--- src/rtl/tfhe_axil_master_pkg.sv ---
`default_nettype none
// ============================================================================
// Module  : tfhe_axil_master_pkg
// Brief   : FSM state encoding and AXI response codes for tfhe_axil_master.
// Rev     : 1.0
// ============================================================================
package tfhe_axil_master_pkg;

   typedef enum logic [2:0] {
      IDLE    = 3'd0,
      WR_REQ  = 3'd1,
      WR_RESP = 3'd2,
      RD_REQ  = 3'd3,
      RD_DATA = 3'd4,
      RSP     = 3'd5
   } state_e;

   localparam logic [1:0] c_RESP_OKAY   = 2'b00;
   localparam logic [1:0] c_RESP_EXOKAY = 2'b01;
   localparam logic [1:0] c_RESP_SLVERR = 2'b10;
   localparam logic [1:0] c_RESP_DECERR = 2'b11;

endpackage
`default_nettype wire

--- src/rtl/tfhe_axil_master.sv ---
`default_nettype none
// ============================================================================
// Module  : tfhe_axil_master
// Brief   : Single-outstanding AXI4-Lite master driven by a cmd/rsp handshake.
// Rev     : 1.0
// ============================================================================
module tfhe_axil_master
   import tfhe_axil_master_pkg::*;
#(
   parameter int C_M_AXI_DATA_WIDTH = 32,
   parameter int C_M_AXI_ADDR_WIDTH = 6
) (
   input  logic                            M_AXI_ACLK,
   input  logic                            M_AXI_ARESETN,
   input  logic                            cmd_valid,
   output logic                            cmd_ready,
   input  logic                            cmd_write,
   input  logic [C_M_AXI_ADDR_WIDTH-1:0]   cmd_addr,
   input  logic [C_M_AXI_DATA_WIDTH-1:0]   cmd_wdata,
   input  logic [C_M_AXI_DATA_WIDTH/8-1:0] cmd_wstrb,
   output logic                            rsp_valid,
   input  logic                            rsp_ready,
   output logic                            rsp_write,
   output logic [C_M_AXI_DATA_WIDTH-1:0]   rsp_rdata,
   output logic [1:0]                      rsp_resp,
   output logic [C_M_AXI_ADDR_WIDTH-1:0]   M_AXI_AWADDR,
   output logic [2:0]                      M_AXI_AWPROT,
   output logic                            M_AXI_AWVALID,
   input  logic                            M_AXI_AWREADY,
   output logic [C_M_AXI_DATA_WIDTH-1:0]   M_AXI_WDATA,
   output logic [C_M_AXI_DATA_WIDTH/8-1:0] M_AXI_WSTRB,
   output logic                            M_AXI_WVALID,
   input  logic                            M_AXI_WREADY,
   input  logic [1:0]                      M_AXI_BRESP,
   input  logic                            M_AXI_BVALID,
   output logic                            M_AXI_BREADY,
   output logic [C_M_AXI_ADDR_WIDTH-1:0]   M_AXI_ARADDR,
   output logic [2:0]                      M_AXI_ARPROT,
   output logic                            M_AXI_ARVALID,
   input  logic                            M_AXI_ARREADY,
   input  logic [C_M_AXI_DATA_WIDTH-1:0]   M_AXI_RDATA,
   input  logic [1:0]                      M_AXI_RRESP,
   input  logic                            M_AXI_RVALID,
   output logic                            M_AXI_RREADY
);

   localparam int c_STRB_W = C_M_AXI_DATA_WIDTH / 8;

   state_e                          state_q, state_d;
   logic                            cmd_ready_q, cmd_ready_d;
   logic                            awvalid_q, awvalid_d;
   logic                            wvalid_q, wvalid_d;
   logic                            bready_q, bready_d;
   logic                            arvalid_q, arvalid_d;
   logic                            rready_q, rready_d;
   logic                            aw_done_q, aw_done_d;
   logic                            w_done_q, w_done_d;
   logic                            rsp_valid_q, rsp_valid_d;
   logic                            rsp_write_q, rsp_write_d;
   logic [1:0]                      rsp_resp_q, rsp_resp_d;
   logic [C_M_AXI_DATA_WIDTH-1:0]   rsp_rdata_q, rsp_rdata_d;
   logic [C_M_AXI_ADDR_WIDTH-1:0]   awaddr_q, awaddr_d;
   logic [C_M_AXI_ADDR_WIDTH-1:0]   araddr_q, araddr_d;
   logic [C_M_AXI_DATA_WIDTH-1:0]   wdata_q, wdata_d;
   logic [c_STRB_W-1:0]             wstrb_q, wstrb_d;

   logic w_aw_fire, w_w_fire;

   assign w_aw_fire = awvalid_q && M_AXI_AWREADY;
   assign w_w_fire  = wvalid_q && M_AXI_WREADY;

   always_comb begin
      state_d     = state_q;
      awvalid_d   = awvalid_q;
      wvalid_d    = wvalid_q;
      bready_d    = bready_q;
      arvalid_d   = arvalid_q;
      rready_d    = rready_q;
      aw_done_d   = aw_done_q;
      w_done_d    = w_done_q;
      rsp_valid_d = rsp_valid_q;
      rsp_write_d = rsp_write_q;
      rsp_resp_d  = rsp_resp_q;
      rsp_rdata_d = rsp_rdata_q;
      awaddr_d    = awaddr_q;
      araddr_d    = araddr_q;
      wdata_d     = wdata_q;
      wstrb_d     = wstrb_q;

      case (state_q)
         IDLE: begin
            if (cmd_valid && cmd_ready_q) begin
               if (cmd_write) begin
                  state_d   = WR_REQ;
                  awaddr_d  = cmd_addr;
                  wdata_d   = cmd_wdata;
                  wstrb_d   = cmd_wstrb;
                  awvalid_d = 1'b1;
                  wvalid_d  = 1'b1;
                  aw_done_d = 1'b0;
                  w_done_d  = 1'b0;
               end else begin
                  state_d   = RD_REQ;
                  araddr_d  = cmd_addr;
                  arvalid_d = 1'b1;
               end
            end
         end
         // AW and W complete independently; leave only when both have fired.
         WR_REQ: begin
            if (w_aw_fire) begin
               awvalid_d = 1'b0;
               aw_done_d = 1'b1;
            end
            if (w_w_fire) begin
               wvalid_d = 1'b0;
               w_done_d = 1'b1;
            end
            if ((aw_done_q || w_aw_fire) && (w_done_q || w_w_fire)) begin
               state_d  = WR_RESP;
               bready_d = 1'b1;
            end
         end
         WR_RESP: begin
            if (bready_q && M_AXI_BVALID) begin
               state_d     = RSP;
               bready_d    = 1'b0;
               rsp_valid_d = 1'b1;
               rsp_write_d = 1'b1;
               rsp_resp_d  = M_AXI_BRESP;
               rsp_rdata_d = '0;
            end
         end
         RD_REQ: begin
            if (arvalid_q && M_AXI_ARREADY) begin
               state_d   = RD_DATA;
               arvalid_d = 1'b0;
               rready_d  = 1'b1;
            end
         end
         RD_DATA: begin
            if (rready_q && M_AXI_RVALID) begin
               state_d     = RSP;
               rready_d    = 1'b0;
               rsp_valid_d = 1'b1;
               rsp_write_d = 1'b0;
               rsp_resp_d  = M_AXI_RRESP;
               rsp_rdata_d = M_AXI_RDATA;
            end
         end
         RSP: begin
            if (rsp_ready) begin
               state_d     = IDLE;
               rsp_valid_d = 1'b0;
            end
         end
         default: begin
            state_d     = IDLE;
            awvalid_d   = 1'b0;
            wvalid_d    = 1'b0;
            bready_d    = 1'b0;
            arvalid_d   = 1'b0;
            rready_d    = 1'b0;
            rsp_valid_d = 1'b0;
         end
      endcase

      // Registered copy of (state==IDLE) so it stays low while held in reset.
      cmd_ready_d = (state_d == IDLE);
   end

   always_ff @(posedge M_AXI_ACLK or negedge M_AXI_ARESETN) begin
      if (!M_AXI_ARESETN) begin
         state_q     <= IDLE;
         cmd_ready_q <= 1'b0;
         awvalid_q   <= 1'b0;
         wvalid_q    <= 1'b0;
         bready_q    <= 1'b0;
         arvalid_q   <= 1'b0;
         rready_q    <= 1'b0;
         aw_done_q   <= 1'b0;
         w_done_q    <= 1'b0;
         rsp_valid_q <= 1'b0;
         rsp_write_q <= 1'b0;
         rsp_resp_q  <= c_RESP_OKAY;
         rsp_rdata_q <= '0;
         awaddr_q    <= '0;
         araddr_q    <= '0;
         wdata_q     <= '0;
         wstrb_q     <= '0;
      end else begin
         state_q     <= state_d;
         cmd_ready_q <= cmd_ready_d;
         awvalid_q   <= awvalid_d;
         wvalid_q    <= wvalid_d;
         bready_q    <= bready_d;
         arvalid_q   <= arvalid_d;
         rready_q    <= rready_d;
         aw_done_q   <= aw_done_d;
         w_done_q    <= w_done_d;
         rsp_valid_q <= rsp_valid_d;
         rsp_write_q <= rsp_write_d;
         rsp_resp_q  <= rsp_resp_d;
         rsp_rdata_q <= rsp_rdata_d;
         awaddr_q    <= awaddr_d;
         araddr_q    <= araddr_d;
         wdata_q     <= wdata_d;
         wstrb_q     <= wstrb_d;
      end
   end

   assign cmd_ready     = cmd_ready_q;
   assign rsp_valid     = rsp_valid_q;
   assign rsp_write     = rsp_write_q;
   assign rsp_rdata     = rsp_rdata_q;
   assign rsp_resp      = rsp_resp_q;
   assign M_AXI_AWADDR  = awaddr_q;
   assign M_AXI_AWPROT  = 3'b000;
   assign M_AXI_AWVALID = awvalid_q;
   assign M_AXI_WDATA   = wdata_q;
   assign M_AXI_WSTRB   = wstrb_q;
   assign M_AXI_WVALID  = wvalid_q;
   assign M_AXI_BREADY  = bready_q;
   assign M_AXI_ARADDR  = araddr_q;
   assign M_AXI_ARPROT  = 3'b000;
   assign M_AXI_ARVALID = arvalid_q;
   assign M_AXI_RREADY  = rready_q;

endmodule
`default_nettype wire

--- config.mk ---
export PLATFORM = sky130hd
export DESIGN_NAME = tfhe_axil_master
export DESIGN_NICKNAME = d
export VERILOG_FILES = /design/src/rtl/tfhe_axil_master_pkg.sv /design/src/rtl/tfhe_axil_master.sv
export SDC_FILE = /design/constraint.sdc
export NUM_CORES = 1
export LEC_CHECK = 0
export ABC_CLOCK_PERIOD_IN_PS = 3200
export CORE_AREA = 2 2 98 100
export DETAILED_ROUTE_END_ITERATION = 8
export DIE_AREA = 0 0 100 102
export HOLD_SLACK_MARGIN = 0.05
export PLACE_DENSITY = 0.84
export SLEW_MARGIN = 30
export SYNTH_ARGS = -nofsm -noshare
export SYNTH_HDL_FRONTEND = slang
export SYNTH_SLANG_ARGS = --single-unit
export TNS_END_PERCENT = 10
--- constraint.sdc ---
create_clock -name M_AXI_ACLK -period 3.2 [get_ports M_AXI_ACLK]
set_clock_uncertainty 0.15 [all_clocks]
set_input_delay 0.64 -clock M_AXI_ACLK [delete_from_list [all_inputs] [get_ports M_AXI_ACLK]]
set_output_delay 0.64 -clock M_AXI_ACLK [all_outputs]
set_load 0.02 [all_outputs]
== Yosys cells after proc, flatten, opt, wreduce, memory -nomap -nowiden ==
Cells that the tools add are included.
Operators by class
  multiplexer cells: 41
  bitwise gates (word level): 6
  reduce and logical (&&, ||, !) cells: 29
  eq/ne operators: 15
Operators by type and width (number)
  $mux W32: 2
  $pmux W32 S2: 1
  $reduce_and A4 Y1: 6
  $ne A2 B2 Y1 const B: 10
  $mux W1: 18
  $mux W3: 6
  $pmux W3 S6: 1
  $reduce_or A4 Y1: 4
  $pmux W1 S3: 5
  $reduce_and A3 Y1: 5
  $logic_and A1 B1 Y1: 7
  $eq A3 B2 Y1 const B: 2
  $eq A3 B3 Y1 const B: 2
  $logic_not A3 Y1: 2
  $mux W2: 3
  $not A1 Y1: 6
  $pmux W1 S2: 3
  $pmux W1 S4: 1
  $pmux W2 S2: 1
  $reduce_bool A2 Y1: 2
  $eq A3 B1 Y1 const B: 1
  $reduce_or A3 Y1: 1
  $logic_or A1 B1 Y1: 2
Storage, ports and cells
  word-level logic and storage cells: 108
  register bits after elaboration: 95
  bits of input ports: 88
  output and inout bits: 96

== Logic depth before layout (Yosys ltp) ==
  word-level depth: 6
  gate-level depth with buffers: 7
  depth with buffers taken out: 6

== Least setup slack after synthesis ==
OpenSTA, ideal clock, no wires.
  path type: input port to flip-flop
  start: input port cmd_valid
  end: register cmd_ready_q (netlist: cmd_ready)
  slack: 1176 ps
  cell stages on the path: 5
  path buffers: 1
  library setup time: 120 ps
  data required time: 2930 ps
  arrival: 1754 ps
  cells stage by stage: nand2_1 -> or4b_1 -> buf_2 -> nor3b_1 -> a41o_1
On the way
  cells in the longest elaborated chain, start to end: 4
RTL lines
  start, declared: line tfhe_axil_master.sv:15  | input logic cmd_valid,
  $logic_and A1 B1 Y1: line tfhe_axil_master.sv:92  | if (cmd_valid && cmd_ready_q) begin
  $mux W3: line tfhe_axil_master.sv:92
  $pmux W3 S6: line tfhe_axil_master.sv:90  | case (state_q)
  $logic_not A3 Y1: line tfhe_axil_master.sv:169  | cmd_ready_d = (state_d == IDLE);
  net cmd_ready_d: line tfhe_axil_master.sv:50  | logic cmd_ready_q, cmd_ready_d;
  end signal, assigned: line tfhe_axil_master.sv:193  | cmd_ready_q <= cmd_ready_d;
  end, declared: line tfhe_axil_master.sv:50
The timed path passes the listed nets, and every way through them passes these cells.
A chain may end at the register's enable or synchronous reset.

== Final worst setup path ==
  start: register state_q[1]
  end: register rsp_rdata_q[11] (netlist: rsp_rdata[11])
On the way
  cells in the longest elaborated chain, start to end: 3
  elaborated cells on any way between the ends: 7
  classes of those cells: eq/ne (4); mux (1); reduce/logical (2)
RTL lines
  start, declared: line tfhe_axil_master.sv:49  | state_e state_q, state_d;
  start signal, assigned: line tfhe_axil_master.sv:192  | state_q <= state_d;
  $eq A3 B3 Y1 / $eq A3 B2 Y1 (equally long branches): line tfhe_axil_master.sv:90
  $ne A2 B2 Y1 (no source line) / $reduce_bool A2 Y1 (equally long branches)
  $reduce_and A3 Y1 (no source line)
  end signal, assigned: line tfhe_axil_master.sv:204  | rsp_rdata_q <= rsp_rdata_d;
  end, declared: line tfhe_axil_master.sv:61  | logic [C_M_AXI_DATA_WIDTH-1:0] rsp_rdata_q, rsp_rdata_d;
Several ways; a longest one is shown, not always the timed one.

==> flow_summary_export.csv <==
group,metric,value,unit
hold_path,hold_class,"input pin to async pin",
worst_setup_path,path_depth,4,
cells_and_area,drive_gt1_share,8.01,%
cells_and_area,multi_input_comb_area,1350,um2
clock_tree,cts_tree,"yes",
sta,finalSetupTns,0,ps
clock_tree,clock_tree.root_cell,"clkbuf_8",
worst_setup_path,critPathCapture,"rsp_rdata[11]",
sta,relSlewSlack,55.8,%
pwr,p_int,3.77,mW
worst_setup_path,path_class,"register to register",
synthesis,synth_flop_cell,"dfrtp_1",
synthesis,synth_cell_types,40,
worst_setup_path,critPathBufInv,1,
pwr,clkPwrFrac,14.2,%
global_routing,grt_pass1_vias,3238,
global_routing,overflow,0,
sta,rsz0062_at_grt,"no",
synthesis,async_flop_share,100,%
pwr,p_sw,2.31,mW
route,totalWireLength,9960,um
floorplan,rows,35,
global_routing,grt_pass1_wl,15900,um
clock_tree,post-cts-setup-buffers,0,
worst_setup_path,r2r-end,"rsp_rdata[11]",
synthesis,ys_top_cells_by_area,"dfrtp_1 (59%), mux2_1 (9.3%), nand3_1 (4.3%)",
cells_and_area,areaGrowthSynthToFinish,51.3,%
route,dr.first_iter.drc_count,100,
worst_setup_path,required,3230,ps
clock_tree,hold_buffers,0,
placed_design,place_hpwl,7230,um
synthesis,ys_seq_area_share,59.4,%
worst_setup_path,r2r_start,"state_q[1]",
floorplan,core,9110,um2
cells_and_area,insertedDiodeCount,0,
pwr,ir_drop,0.000589,V
pwr,p_total,6.08,mW
synthesis,synth_top_area_share,59.4,%
cells_and_area,final_cell_area,6050,um2
route,wl_per_cell,16.0,um
worst_setup_path,crit_start,"state_q[1]",
pwr,swShare,38.0,%
sta,fmax,0.414,GHz
worst_setup_path,crit_fanout,68,
synthesis,yosys_warnings,0,
clock_tree,path_clk_slew,90,ps
cells_and_area,seqCellArea,2380,um2
global_routing,grt_max_degree,69,
sta,timing.hold.ws,116,ps
floorplan,die_width,100,um
global_routing,grt_usage,19.7,%
route,drc,0,
route,first_pass_iters,8,
clock_tree,ctsResizeCount,0,
outcome,outcome,"complete, no violations",
worst_setup_path,r2r_slack,780,ps
sta,worst_slew_pin_slew,664,ps
worst_setup_path,cpPeakStageDelay,740,ps
cells_and_area,nets,598,
synthesis,ys_ff_latch,95,
synthesis,yosysTopAreaCell,"dfrtp_1",
worst_setup_path,r2r_cells,4,
pwr,leakagePower,2.61,nW
pwr,p_per_area,1000,nW/um2
sta,setup_violations,0,
worst_setup_path,end_kind,"register",
sta,period_needed,2420,ps
worst_setup_path,crit_chain,"nor3b_2, a32o_2, buf_4, o21ai_0",
placed_design,place_area,5830,um2
clock_tree,clock_path_buffers,2,
route,drtAntennaViolNets,0,
global_routing,grt_antenna_before_repair,0,
clock_tree,cts.sinks,95,
worst_setup_path,slowest_stage,"dfrtp_1",
synthesis,synth_edf_count,0,
floorplan,die_h,102,um
pwr,seq_power_share,36.4,%
synthesis,syn_area,4000,um2
synthesis,netlist_instances,336,
sta,period_share,75.5,%
flow_run,max-cap-violations,0,
worst_setup_path,start_kind,"register",
route,via_per_inst,5.09,
clock_tree,h-tree-depth,3,
sta,slew_violations,0,
worst_setup_path,crit_arrival,2450,ps
floorplan,die_area,10200,um2
synthesis,avgSynthCellArea,11.9,um2
cells_and_area,n_fill_cell,725,
placed_design,port_buffers,177,
worst_setup_path,cpLargestDelayFamily,"flip-flops",
clock_tree,cts_made_buffers,9,
placed_design,gp_congestion,0.821,
floorplan,initial_core_util,43.9,%
floorplan,io_pins,184,
sta,hold_viol,0,
pwr,pwr-share-comb,49.4,%
clock_tree,worst_skew_pair.late_latency,340,ps
route,via_count,3168,
-- worst min-delay path by stage --
stage / from / end / slack [ps] / depth (start not counted)
4_1_cts: M_AXI_ARESETN / M_AXI_WDATA[26] / 120 / 1
3_3_place_gp: M_AXI_WDATA[7] / M_AXI_WDATA[7] / 320 / 1
2_1_floorplan: M_AXI_ARESETN / M_AXI_ARADDR[0] / 190 / 0
3_5_place_dp: M_AXI_WDATA[17] / M_AXI_WDATA[17] / 330 / 1
5_1_grt: M_AXI_ARESETN / M_AXI_AWADDR[1] / 130 / 1
6_report: M_AXI_ARESETN / M_AXI_AWADDR[1] / 120 / 1
-- final cells by class --
cell class	count	share of cell area, %
Clock buffer	10	2.28
Clock inverter	5	1.34
Inverter	37	2.30
Multi-Input combinational cell	184	22.3
Sequential cell	95	39.3
Tap cell	111	2.30
Timing Repair Buffer	181	30.2
-- registers in the layout (all words and copies together), names as in the netlist, 2 cells and up --
signal        flops
M_AXI_ARADDR      6
M_AXI_AWADDR      6
M_AXI_WDATA      32
M_AXI_WSTRB       4
rsp_rdata        32
rsp_resp          2
state_q           3
-- cells by family (layout without fill, tap and decap cells) --
| kind of cell | Yosys count | after routing | share of synthesized area (%) |
|---|---|---|---|
| AO/OA/AOI/OAI | 67 | 67 | 10.1 |
| XOR/XNOR | 1 | 1 | 0.219 |
| adder cells (fa/ha/maj) | 2 | 2 | 0.626 |
| buffers and inverters | 62 | 233 | 7.38 |
| flip-flops | 95 | 95 | 59.4 |
| multiplexers | 50 | 50 | 14.0 |
| other | 1 | 6 | 0.0938 |
| AND/OR/NAND/NOR | 58 | 58 | 8.14 |
-- synth_stat cells, drive strengths merged (2+ instances only) --
cell type and number:
ha 2, nor3 3, nor2 7, buf 23, dfrtp 95, nand2 6, clkbuf 2, a32o 4
nand3 34, a221oi 2, o22ai 2, a21oi 12, mux2i 2, mux2 48, a41oi 4, o21ai 36
nor3b 4, inv 37
-- power by group through the flow --
stage | clock network (mW) | registers (mW) | logic (mW)
after detailed placement | 0 | 2.23 | 3.02
after CTS | 0.897 | 2.21 | 3.04
after global routing | 0.946 | 2.29 | 3.20
final | 0.864 | 2.21 | 3.00
after floorplan | 0 | 2.85 | 0.848
after global placement | 0 | 2.19 | 2.95
-- metrics by stage --
stage	cells	util (%)	setup WS, ps
6_report	623	66.4	785
5_1_grt	623	66.4	579
4_1_cts	623	66.4	817
3_5_place_dp	608	64.0	484
3_3_place_gp	608	64.0	535
2_1_floorplan	341	-	1180
-- metal layers --
layer | part of all wire (%) | vias up | global-route usage (%)
met2 | 51 | 117 | 34.2
met3 | 5.8 | 23 | 4.10
met1 | 41 | 1535 | 24.1
met4 | 2.4 | 0 | 8.32
met5 | 0 | - | 0
li1 | - | 1493 | -
-- layout by cell type, fill, tap and decap left out, types with 2 or more instances in the layout --
cell,count
buf_4,3
bufinv_16,2
o21ai_0,18
o21ai_1,18
nor3_1,3
mux2_1,33
nand3_1,34
buf_12,2
mux2i_1,2
a21oi_1,12
dfrtp_1,95
inv_1,37
conb_1,6
a32o_1,3
nand2_1,5
nor3b_1,2
ha_1,2
clkbuf_8,10
o22ai_1,2
mux2_2,15
a221oi_1,2
clkdlybuf4s50_1,176
nor2_1,6
a41oi_1,4
Note: power is estimated with default switching activity, not from simulation.
